### src/rtl/key_event_pkg.sv
// ==== key_event_pkg: default sizes and event record for the key event queue. Rev 1.0 ====
`default_nettype none

package key_event_pkg;

   localparam int LANES_DEF    = 4;
   localparam int TS_W_DEF     = 16;
   localparam int DEPTH_DEF    = 8;
   localparam int TICK_DIV_DEF = 50_000;

   // Lane index width; a single-lane build still needs one bit to carry a field.
   function automatic int lane_w(input int lanes);
      return (lanes > 1) ? $clog2(lanes) : 1;
   endfunction

   localparam int LANE_W_DEF = lane_w(LANES_DEF);

   typedef struct packed {
      logic [LANE_W_DEF-1:0] lane;
      logic                  press;
      logic [TS_W_DEF-1:0]   stamp;
   } key_event_t;

endpackage

`default_nettype wire

### src/rtl/sync_fifo.sv
// ==== sync_fifo: first-word-fall-through FIFO with count-based full/empty. Rev 1.0 ====
`default_nettype none

module sync_fifo #(
   parameter int WIDTH = 8,
   parameter int DEPTH = 8
) (
   input  logic             clk,
   input  logic             rst_n,
   input  logic             push,
   input  logic [WIDTH-1:0] push_data,
   input  logic             pop,
   output logic [WIDTH-1:0] pop_data,
   output logic             empty,
   output logic             full
);

   localparam int AW = $clog2(DEPTH);

   logic [WIDTH-1:0] mem [DEPTH];
   logic [AW-1:0]    wr_ptr;
   logic [AW-1:0]    rd_ptr;
   logic [AW:0]      count;
   logic             do_push;
   logic             do_pop;

   assign empty    = (count == '0);
   assign full     = (count == (AW+1)'(DEPTH));
   assign do_pop   = pop && !empty;
   // A push into a full FIFO is legal when the head leaves in the same cycle.
   assign do_push  = push && (!full || do_pop);
   assign pop_data = mem[rd_ptr];

   always_ff @(posedge clk or negedge rst_n) begin
      if (!rst_n) begin
         wr_ptr <= '0;
         rd_ptr <= '0;
         count  <= '0;
      end else begin
         if (do_push) wr_ptr <= wr_ptr + 1'b1;
         if (do_pop)  rd_ptr <= rd_ptr + 1'b1;
         if (do_push && !do_pop)      count <= count + 1'b1;
         else if (do_pop && !do_push) count <= count - 1'b1;
      end
   end

   always_ff @(posedge clk) begin
      if (do_push) mem[wr_ptr] <= push_data;
   end

endmodule

`default_nettype wire

### src/rtl/key_event_queue.sv
// ==== key_event_queue: timestamped key press/release events behind a valid/ready FIFO. ====
// ==== Release events are queued only when KEY_EVENT_RELEASE_EN is defined. Rev 1.0      ====
`default_nettype none

module key_event_queue
   import key_event_pkg::*;
#(
   parameter int  LANES    = LANES_DEF,
   parameter int  DEPTH    = DEPTH_DEF,
   parameter int  TS_W     = TS_W_DEF,
   parameter int  TICK_DIV = TICK_DIV_DEF,
   localparam int LW       = lane_w(LANES)
) (
   input  logic             clk,
   input  logic             rst_n,
   input  logic [LANES-1:0] keys_in,
   input  logic             time_clr,
   output logic             ev_valid,
   input  logic             ev_ready,
   output logic [LW-1:0]    ev_lane,
   output logic             ev_press,
   output logic [TS_W-1:0]  ev_time,
   output logic             overflow,
   input  logic             ovf_clr
);

   localparam int PW = $clog2(TICK_DIV);
`ifdef KEY_EVENT_RELEASE_EN
   localparam int EW = LW + 1 + TS_W;
`else
   localparam int EW = LW + TS_W;
`endif

   logic [PW-1:0]    presc;
   logic [TS_W-1:0]  ts;
   logic             armed;
   logic [LANES-1:0] prev;
   logic [LANES-1:0] edges;
   logic [LANES-1:0] pending;
   logic [TS_W-1:0]  pend_ts [LANES];
   logic [LANES-1:0] issue_mask;
   logic [LW-1:0]    sel;
   logic             any_pend;
   logic             issue;
   logic             pop;
   logic             empty;
   logic             full;
   logic             ovf_set;
   logic [EW-1:0]    push_data;
   logic [EW-1:0]    head;

   always_ff @(posedge clk or negedge rst_n) begin
      if (!rst_n) begin
         presc <= '0;
         ts    <= '0;
      end else if (time_clr) begin
         presc <= '0;
         ts    <= '0;
      end else if (presc == PW'(TICK_DIV - 1)) begin
         presc <= '0;
         ts    <= ts + 1'b1;
      end else begin
         presc <= presc + 1'b1;
      end
   end

`ifdef KEY_EVENT_RELEASE_EN
   logic [LANES-1:0] pend_dir;
   assign edges     = armed ? (keys_in ^ prev) : '0;
   assign push_data = {sel, pend_dir[sel], pend_ts[sel]};
   assign ev_press  = ev_valid ? head[TS_W] : 1'b0;

   always_ff @(posedge clk or negedge rst_n) begin
      if (!rst_n) pend_dir <= '0;
      else        pend_dir <= (pend_dir & ~edges) | (keys_in & edges);
   end
`else
   assign edges     = armed ? (keys_in & ~prev) : '0;
   assign push_data = {sel, pend_ts[sel]};
   assign ev_press  = 1'b1;
`endif

   // Fixed priority: the lowest-index pending lane wins the single FIFO slot.
   always_comb begin
      sel      = '0;
      any_pend = 1'b0;
      for (int i = LANES - 1; i >= 0; i--) begin
         if (pending[i]) begin
            sel      = LW'(i);
            any_pend = 1'b1;
         end
      end
   end

   assign pop        = ev_valid && ev_ready;
   assign issue      = any_pend && (!full || pop);
   assign issue_mask = issue ? (LANES'(1) << sel) : '0;
   // Lane being issued this cycle frees its slot, so a fresh edge there is no loss.
   assign ovf_set    = |(edges & pending & ~issue_mask);

   always_ff @(posedge clk or negedge rst_n) begin
      if (!rst_n) begin
         armed    <= 1'b0;
         prev     <= '0;
         pending  <= '0;
         overflow <= 1'b0;
         for (int i = 0; i < LANES; i++) pend_ts[i] <= '0;
      end else begin
         armed    <= 1'b1;
         prev     <= keys_in;
         pending  <= (pending & ~issue_mask) | edges;
         overflow <= ovf_set | (overflow & ~ovf_clr);
         for (int i = 0; i < LANES; i++) begin
            if (edges[i]) pend_ts[i] <= ts;
         end
      end
   end

   sync_fifo #(
      .WIDTH (EW),
      .DEPTH (DEPTH)
   ) u_fifo (
      .clk       (clk),
      .rst_n     (rst_n),
      .push      (issue),
      .push_data (push_data),
      .pop       (pop),
      .pop_data  (head),
      .empty     (empty),
      .full      (full)
   );

   assign ev_valid = !empty;
   assign ev_lane  = ev_valid ? head[EW-1 -: LW] : '0;
   assign ev_time  = ev_valid ? head[TS_W-1:0]   : '0;

endmodule

`default_nettype wire

### config.mk
export PLATFORM = sky130hd
export DESIGN_NAME = key_event_queue
export DESIGN_NICKNAME = d
export VERILOG_FILES = /design/src/rtl/key_event_pkg.sv /design/src/rtl/sync_fifo.sv /design/src/rtl/key_event_queue.sv
export SDC_FILE = /design/constraint.sdc
export NUM_CORES = 1
export LEC_CHECK = 0
export CAP_MARGIN = 20
export CELL_PAD_IN_SITES_DETAIL_PLACEMENT = 0
export CELL_PAD_IN_SITES_GLOBAL_PLACEMENT = 1
export CORE_ASPECT_RATIO = 2
export CORE_MARGIN = 2
export CORE_UTILIZATION = 45
export CTS_BUF_LIST = sky130_fd_sc_hd__clkbuf_8
export DETAILED_ROUTE_END_ITERATION = 8
export PLACE_DENSITY = 0.68
export SKIP_LAST_GASP = 1
export SLEW_MARGIN = 20
export SYNTH_ARGS = -nofsm -noshare
export SYNTH_HDL_FRONTEND = slang
export SYNTH_SLANG_ARGS = --single-unit
### constraint.sdc
create_clock -name clk -period 5.9 [get_ports clk]
set_input_delay 1.18 -clock clk [delete_from_list [all_inputs] [get_ports clk]]
set_output_delay 1.18 -clock clk [all_outputs]
set_load 0.005 [all_outputs]
==> reports/metrics.cfg, run 1 <==
[cells_and_area]
layout_commonest_cell = edfxtp_1
area_delta_synth_final_pct = 13.16
fin_nets = 783
fin_area_um2 = 12160
utilization_pct = 51.47
drive_gt1_share_pct = 21.72
final_cell_mix = edfxtp_1 (144), dfrtp_1 (115), nand2_1 (70)
finalNonFillerCells = 1080

[worst_setup_path]
worstSetupEndpointType = output port
critPathMaxFanout = 29
required_ps = 4720
cp-start-kind = register
worstPathArrival_ps = 2910
crit_type = reg2out

[yosys]
synthTopCellsByArea = edfxtp_1 (40%), dfrtp_1 (27%), mux4_2 (7.5%)
syn_inst = 717
async_flop_share_pct = 44.62
ys_ff_latch = 260
ys.flop_type = edfxtp_1
synth_warnings = 0
synth_edf_count = 144
seq_area_frac_synth_pct = 67.26
yosys.area.top_type_share_pct = 40.24
synth_top_cell_by_area = edfxtp_1
synth.avg_cell_area_um2 = 14.99
synth_area_um2 = 10750
synth_cell_types = 45

[clocking]
cts_buffers = 38
cts.hold.buffers_added = 0
clock-sinks = 260
clock_latency_ps = 540
cts_tree = built
cts_resized = 0
cts_setup_buffers = 0
cts_buffer_depth = 3
cts_max_level = 2
clk_pin_slew_ps = 60
clockRootBuffer = clkbuf_8

[timing]
setup_viol = 0
fmax_mhz = 244.4
setup_tns_ps = 0
hold_viol_final = 0
rsz0062_at_grt = false
tightest_slew_ps = 1091
drv_slew = 0
period_share_pct = 69.34
min_period_ps = 4091
maxSlewHeadroom_pct = 27.07
finClkSkew_ps = 19.27

[global_routing]
grt_pass1_wl_um = 34770
grt.total_usage_pct = 17.84
grt_max_degree = 70
grt-ovfl-total = 0
antenna_found_initial = 1
grt_pass1_vias = 6327

[floorplanning]
die-height_um = 222.5
core_area_um2 = 23620
die_w_um = 113.3
die-area_um2 = 25200
num_rows = 80
initial_core_util_pct = 45.49
num_io_pins = 30

[detailed_routing]
vias = 6093
drc = 3
drtIter0Drc = 463
wl_per_cell_um = 20.14
viasPerCell = 5.642
drt-pass1-iter-count = 9
drtAntennaViolNets = 0
wirelength_um = 21750

[place]
placed_area_um2 = 11410
port_buffers = 28
finalWeightedCongestion = 0.7217
place_hpwl_um = 12970
numPlacedInstances = 1011

[outcome]
violations = design-rule violations
outcome = finished with violations

[hold_path]
hp-class = reg2reg

[power]
p_per_area_nw_per_um2 = 400.8
peakVddDrop_mv = 0.3448
p_leak_nw = 4.780

[job]
maxCapViolCount = 0

[state kept, by name (all words and copies together), names as in the netlist, 4 cells and up]
register / flops
pending: 4
presc: 16
pend_ts: 64
prev: 4
ts: 16
u_fifo.count: 4
u_fifo.mem: 144
[report_power, final]
group	total (mW)	internal [mW]	switching (mW)
logic	1.22	0.670	0.546
clock network	1.36	0.707	0.652
registers	2.30	2.12	0.175
[stage by stage]
step	total power [mW]	hold WS, ps	setup WS [ps]
floorplan	3.027	448.8	2473
global placement	3.561	463.4	2035
detailed placement	3.584	470.8	2007
CTS	4.965	483.4	1417
global route	5.141	506.5	1610
finish	4.873	477.9	1809
[worst max-delay path, stage by stage (launching register included)]
cell	delay [ps]
dfrtp_4	820
buf_4	340
mux4_2	540
mux2i_1	140
nor2_1	70
clkdlybuf4s50_1	460
[metal layers]
metal	vias to the layer above	track usage [%]	wire, um
li1	2820	-	-
met1	3126	23.18	9120
met2	106	30.25	11280
met3	41	2.291	669
met4	0	7.199	680
met5	-	0	0
[path summary, 6_finish.rpt]
kind,start,to,slack [ps],cells after the start
worst max-delay path,u_fifo.rd_ptr[0]$_DFFE_PN0P_,ev_lane[1],1810,5
worst min-delay path,presc[0]$_DFF_PN0_,presc[0]$_DFF_PN0_,480,1
worst max register to register,u_fifo.count[3]$_DFFE_PN0P_,u_fifo.count[3]$_DFFE_PN0P_,3040,10
worst min register to register,presc[0]$_DFF_PN0_,presc[0]$_DFF_PN0_,480,1
max in group asynchronous,rst_n,presc[6]$_DFF_PN0_,3960,2
min in group asynchronous,rst_n,pend_ts[62]$_DFFE_PN0P_,760,1
[cell type report]
type | count | area (um^2)
inverter | 15 | 56.30
multi-input combinational | 404 | 3358
antenna | 1 | 2.502
sequential | 260 | 7231
timing repair buffer | 47 | 431.7
tap | 287 | 359.1
fill | 1985 | 11460
clock inverter | 20 | 87.58
clock buffer | 46 | 633.1
[kinds of logic after synthesis]
group / share of synthesized area (%)
other: 0.03490
buffers and inverters: 2.014
AND/OR/NAND/NOR: 8.325
XOR/XNOR: 1.630
flip-flops: 67.26
AO/OA/AOI/OAI: 4.879
adder cells (fa/ha/maj): 1.001
multiplexers: 14.86
[cells in the mapped netlist (2+ instances only)]
cell / number
buf_1: 9
nand2b_1: 5
nand2_1: 70
xor2_1: 4
nor2_1: 51
or4_1: 13
buf_2: 2
nor3_1: 11
and3_1: 2
nand4_1: 7
xnor2_1: 16
mux2_2: 52
mux4_2: 36
mux2i_1: 20
nor4_1: 4
nand3b_1: 4
a21oi_1: 17
dfrtp_1: 116
nand4b_1: 2
clkbuf_1: 26
ha_1: 7
o31ai_1: 13
a222oi_1: 16
inv_1: 15
nor2b_1: 2
or3_1: 3
nand3_1: 9
o21ai_0: 25
edfxtp_1: 144
Note: power is estimated with default switching activity, not from simulation.
==> run 2, diff against run 1 <==
--- a/config.mk
+++ b/config.mk
@@ -13,7 +13,7 @@
 export CORE_UTILIZATION = 45
 export CTS_BUF_LIST = sky130_fd_sc_hd__clkbuf_8
 export DETAILED_ROUTE_END_ITERATION = 8
-export PLACE_DENSITY = 0.68
+export PLACE_DENSITY = 0.71
 export SKIP_LAST_GASP = 1
 export SLEW_MARGIN = 20
 export SYNTH_ARGS = -nofsm -noshare
==> constraint.sdc (replaced) <==
create_clock -name clk -period 3.66 [get_ports clk]
set_input_delay 0.732 -clock clk [delete_from_list [all_inputs] [get_ports clk]]
set_output_delay 0.732 -clock clk [all_outputs]
set_load 0.005 [all_outputs]
==> run 2 against run 1 <==
Compared with the run above:
- final area is 0.23% higher
- die area stayed put
- the run still ends with design-rule violations left
- critical endpoint is now ev_time[15]
- sequential cell count is the same
==> reports/metrics.cfg, run 2 (synthesis results as in run 1) <==
[detailed_routing]
vias = 6122
wirelength_um = 21260
drt-pass1-iter-count = 7
wl_per_cell_um = 19.63
drc = 4
drtAntennaViolNets = 0
drtIter0Drc = 432
viasPerCell = 5.653

[cells_and_area]
largest_register_ffs = 144
area_delta_synth_final_pct = 13.41
fin_nets = 788
final_cell_mix = edfxtp_1 (144), dfrtp_1 (115), nand2_1 (70)
top_regs = u_fifo.mem: 144 flops, pend_ts: 64 flops
drive_gt1_share_pct = 22.74
fill_cells = 2006
layout_commonest_cell = edfxtp_1
num_antenna_cells = 0
largest-register = u_fifo.mem
finalNonFillerCells = 1083

[place]
finalWeightedCongestion = 0.8161
place_ws_ps = 589.4
place_hpwl_um = 12830
numPlacedInstances = 1018
port_buffers = 28

[clocking]
cts_buffer_depth = 3
cts_resized = 0
cts.hold.buffers_added = 0
clockRootBuffer = clkbuf_8
clock_latency_ps = 530
cts_tree = built
cts_max_level = 2
cts_buffers = 38
clk_pin_slew_ps = 70
clock-sinks = 260
cts_setup_buffers = 0

[timing]
fin_ws_ps = 421.7
setup_viol = 0
tightest_slew_ps = 844.4
setup_tns_ps = 0
hold_viol_final = 0
period_share_pct = 88.48
rsz0062_at_grt = false
drv_slew = 0
min_period_ps = 3238
finClkSkew_ps = 30.47
maxSlewHeadroom_pct = 43.71
fmax_mhz = 308.8

[worst_setup_path]
critPathLaunch = u_fifo.rd_ptr[0]$_DFFE_PN0P_
crit_buf_inv = 2
slowest_stage = mux4_2
crit_type = reg2out
cp_cell_sequence = buf_12 -> mux4_2 -> mux2i_1 -> nor2_1 -> clkdlybuf4s50_1
r2r-start = u_fifo.count[2]$_DFFE_PN0P_
worstSetupEndpointType = output port
cp-start-kind = register
critical-path-top-delay-family = multiplexers
max_stage_delay_ps = 550
ff2ff_path_depth = 11
required_ps = 2930
r2r-end = u_fifo.count[3]$_DFFE_PN0P_
critPathMaxFanout = 38
cp.depth = 5
reg2reg_setup_slack_ps = 830
worstPathArrival_ps = 2510
crit_end = ev_time[15]

[global_routing]
grt_pass1_vias = 6481
grt.total_usage_pct = 17.55
met3_usage_pct = 2.373
antenna_found_initial = 0
grt_max_degree = 65
grt_pass1_wl_um = 34470
top_usage_layer = met2
grt-ovfl-total = 0
grtUsageMet1_pct = 22.77
use_met2_pct = 30.44

[outcome]
violations = design-rule violations
outcome = finished with violations

[floorplanning]
initial_core_util_pct = 45.49
num_rows = 80
die_w_um = 113.3
core_area_um2 = 23620
die-area_um2 = 25200
die-height_um = 222.5
num_io_pins = 30

[power]
p_leak_nw = 4.788
peakVddDrop_mv = 0.4273
p_per_area_nw_per_um2 = 643.7

[hold_path]
hp-class = in2async

[job]
maxCapViolCount = 0

-- run 2: changes by cell type in the layout (fill, tap and decap cells not counted), sizes merged --
| cell | delta |
|---|---|
| diode | -1 |
| clkinv | +5 |
| buf | +5 |
| clkinvlp | +1 |
| clkbuf | -3 |
| inv | -4 |
-- run 2: worst register-to-register path, cell delays in order (launching register included) --
cell     delay, ps
dfrtp_1        450
nor4_4         280
buf_4          310
inv_1          130
nand2_1        150
ha_1           220
inv_1          120
ha_1           290
a21o_1         180
a21oi_1        210
mux2i_1        260
o31ai_1        100
-- run 2: final cells by class --
cell class / instances / area [um^2] / area share (%)
Inverter: 15 / 56.30 / 0.4620
Multi-Input combinational cell: 404 / 3349 / 27.48
Tap cell: 287 / 359.1 / 2.947
Timing Repair Buffer: 52 / 495.5 / 4.066
Sequential cell: 260 / 7228 / 59.31
Clock buffer: 43 / 591.8 / 4.856
Clock inverter: 22 / 106.4 / 0.8727
-- run 2: through the flow --
| stage | total power, mW | hold WS [ps] | utilization (%) | instance area (um^2) |
|---|---|---|---|---|
| 3_5_place_dp | 5.806 | 474.6 | 48.63 | 11490 |
| 2_1_floorplan | 4.879 | 436.4 | - | 10750 |
| 6_report | 7.844 | 258.4 | 51.59 | 12190 |
| 4_1_cts | 7.984 | 260.6 | 51.59 | 12190 |
| 3_3_place_gp | 5.766 | 462.5 | 48.63 | 11490 |
| 5_1_grt | 8.274 | 300.0 | 51.59 | 12190 |
-- run 2: metal layers --
metal | routed length [um] | up-vias
li1 | - | 2821
met1 | 9072 | 3145
met2 | 11020 | 122
met3 | 677 | 34
met4 | 489 | 0
met5 | 0 | -
-- run 2: power breakdown --
part | total [mW] | switching (mW) | leakage [nW] | internal, mW
clock network | 2.15 | 1.07 | 0.401 | 1.08
registers | 3.60 | 0.181 | 2.93 | 3.42
logic | 2.09 | 0.976 | 1.46 | 1.12
-- run 2: how the worst min path moves through the flow --
| stage | slack [ps] | from | to | depth (start not counted) |
|---|---|---|---|---|
| final | 260 | rst_n | pend_ts[13]$_DFFE_PN0P_ | 1 |
| after detailed placement | 470 | pend_ts[62]$_DFFE_PN0P_ | pend_ts[62]$_DFFE_PN0P_ | 2 |
| after floorplan | 440 | rst_n | armed$_DFF_PN0_ | 0 |
| after global routing | 300 | rst_n | pend_ts[13]$_DFFE_PN0P_ | 1 |
| after global placement | 460 | pend_ts[62]$_DFFE_PN0P_ | pend_ts[62]$_DFFE_PN0P_ | 2 |
| after CTS | 260 | rst_n | pend_ts[31]$_DFFE_PN0P_ | 1 |
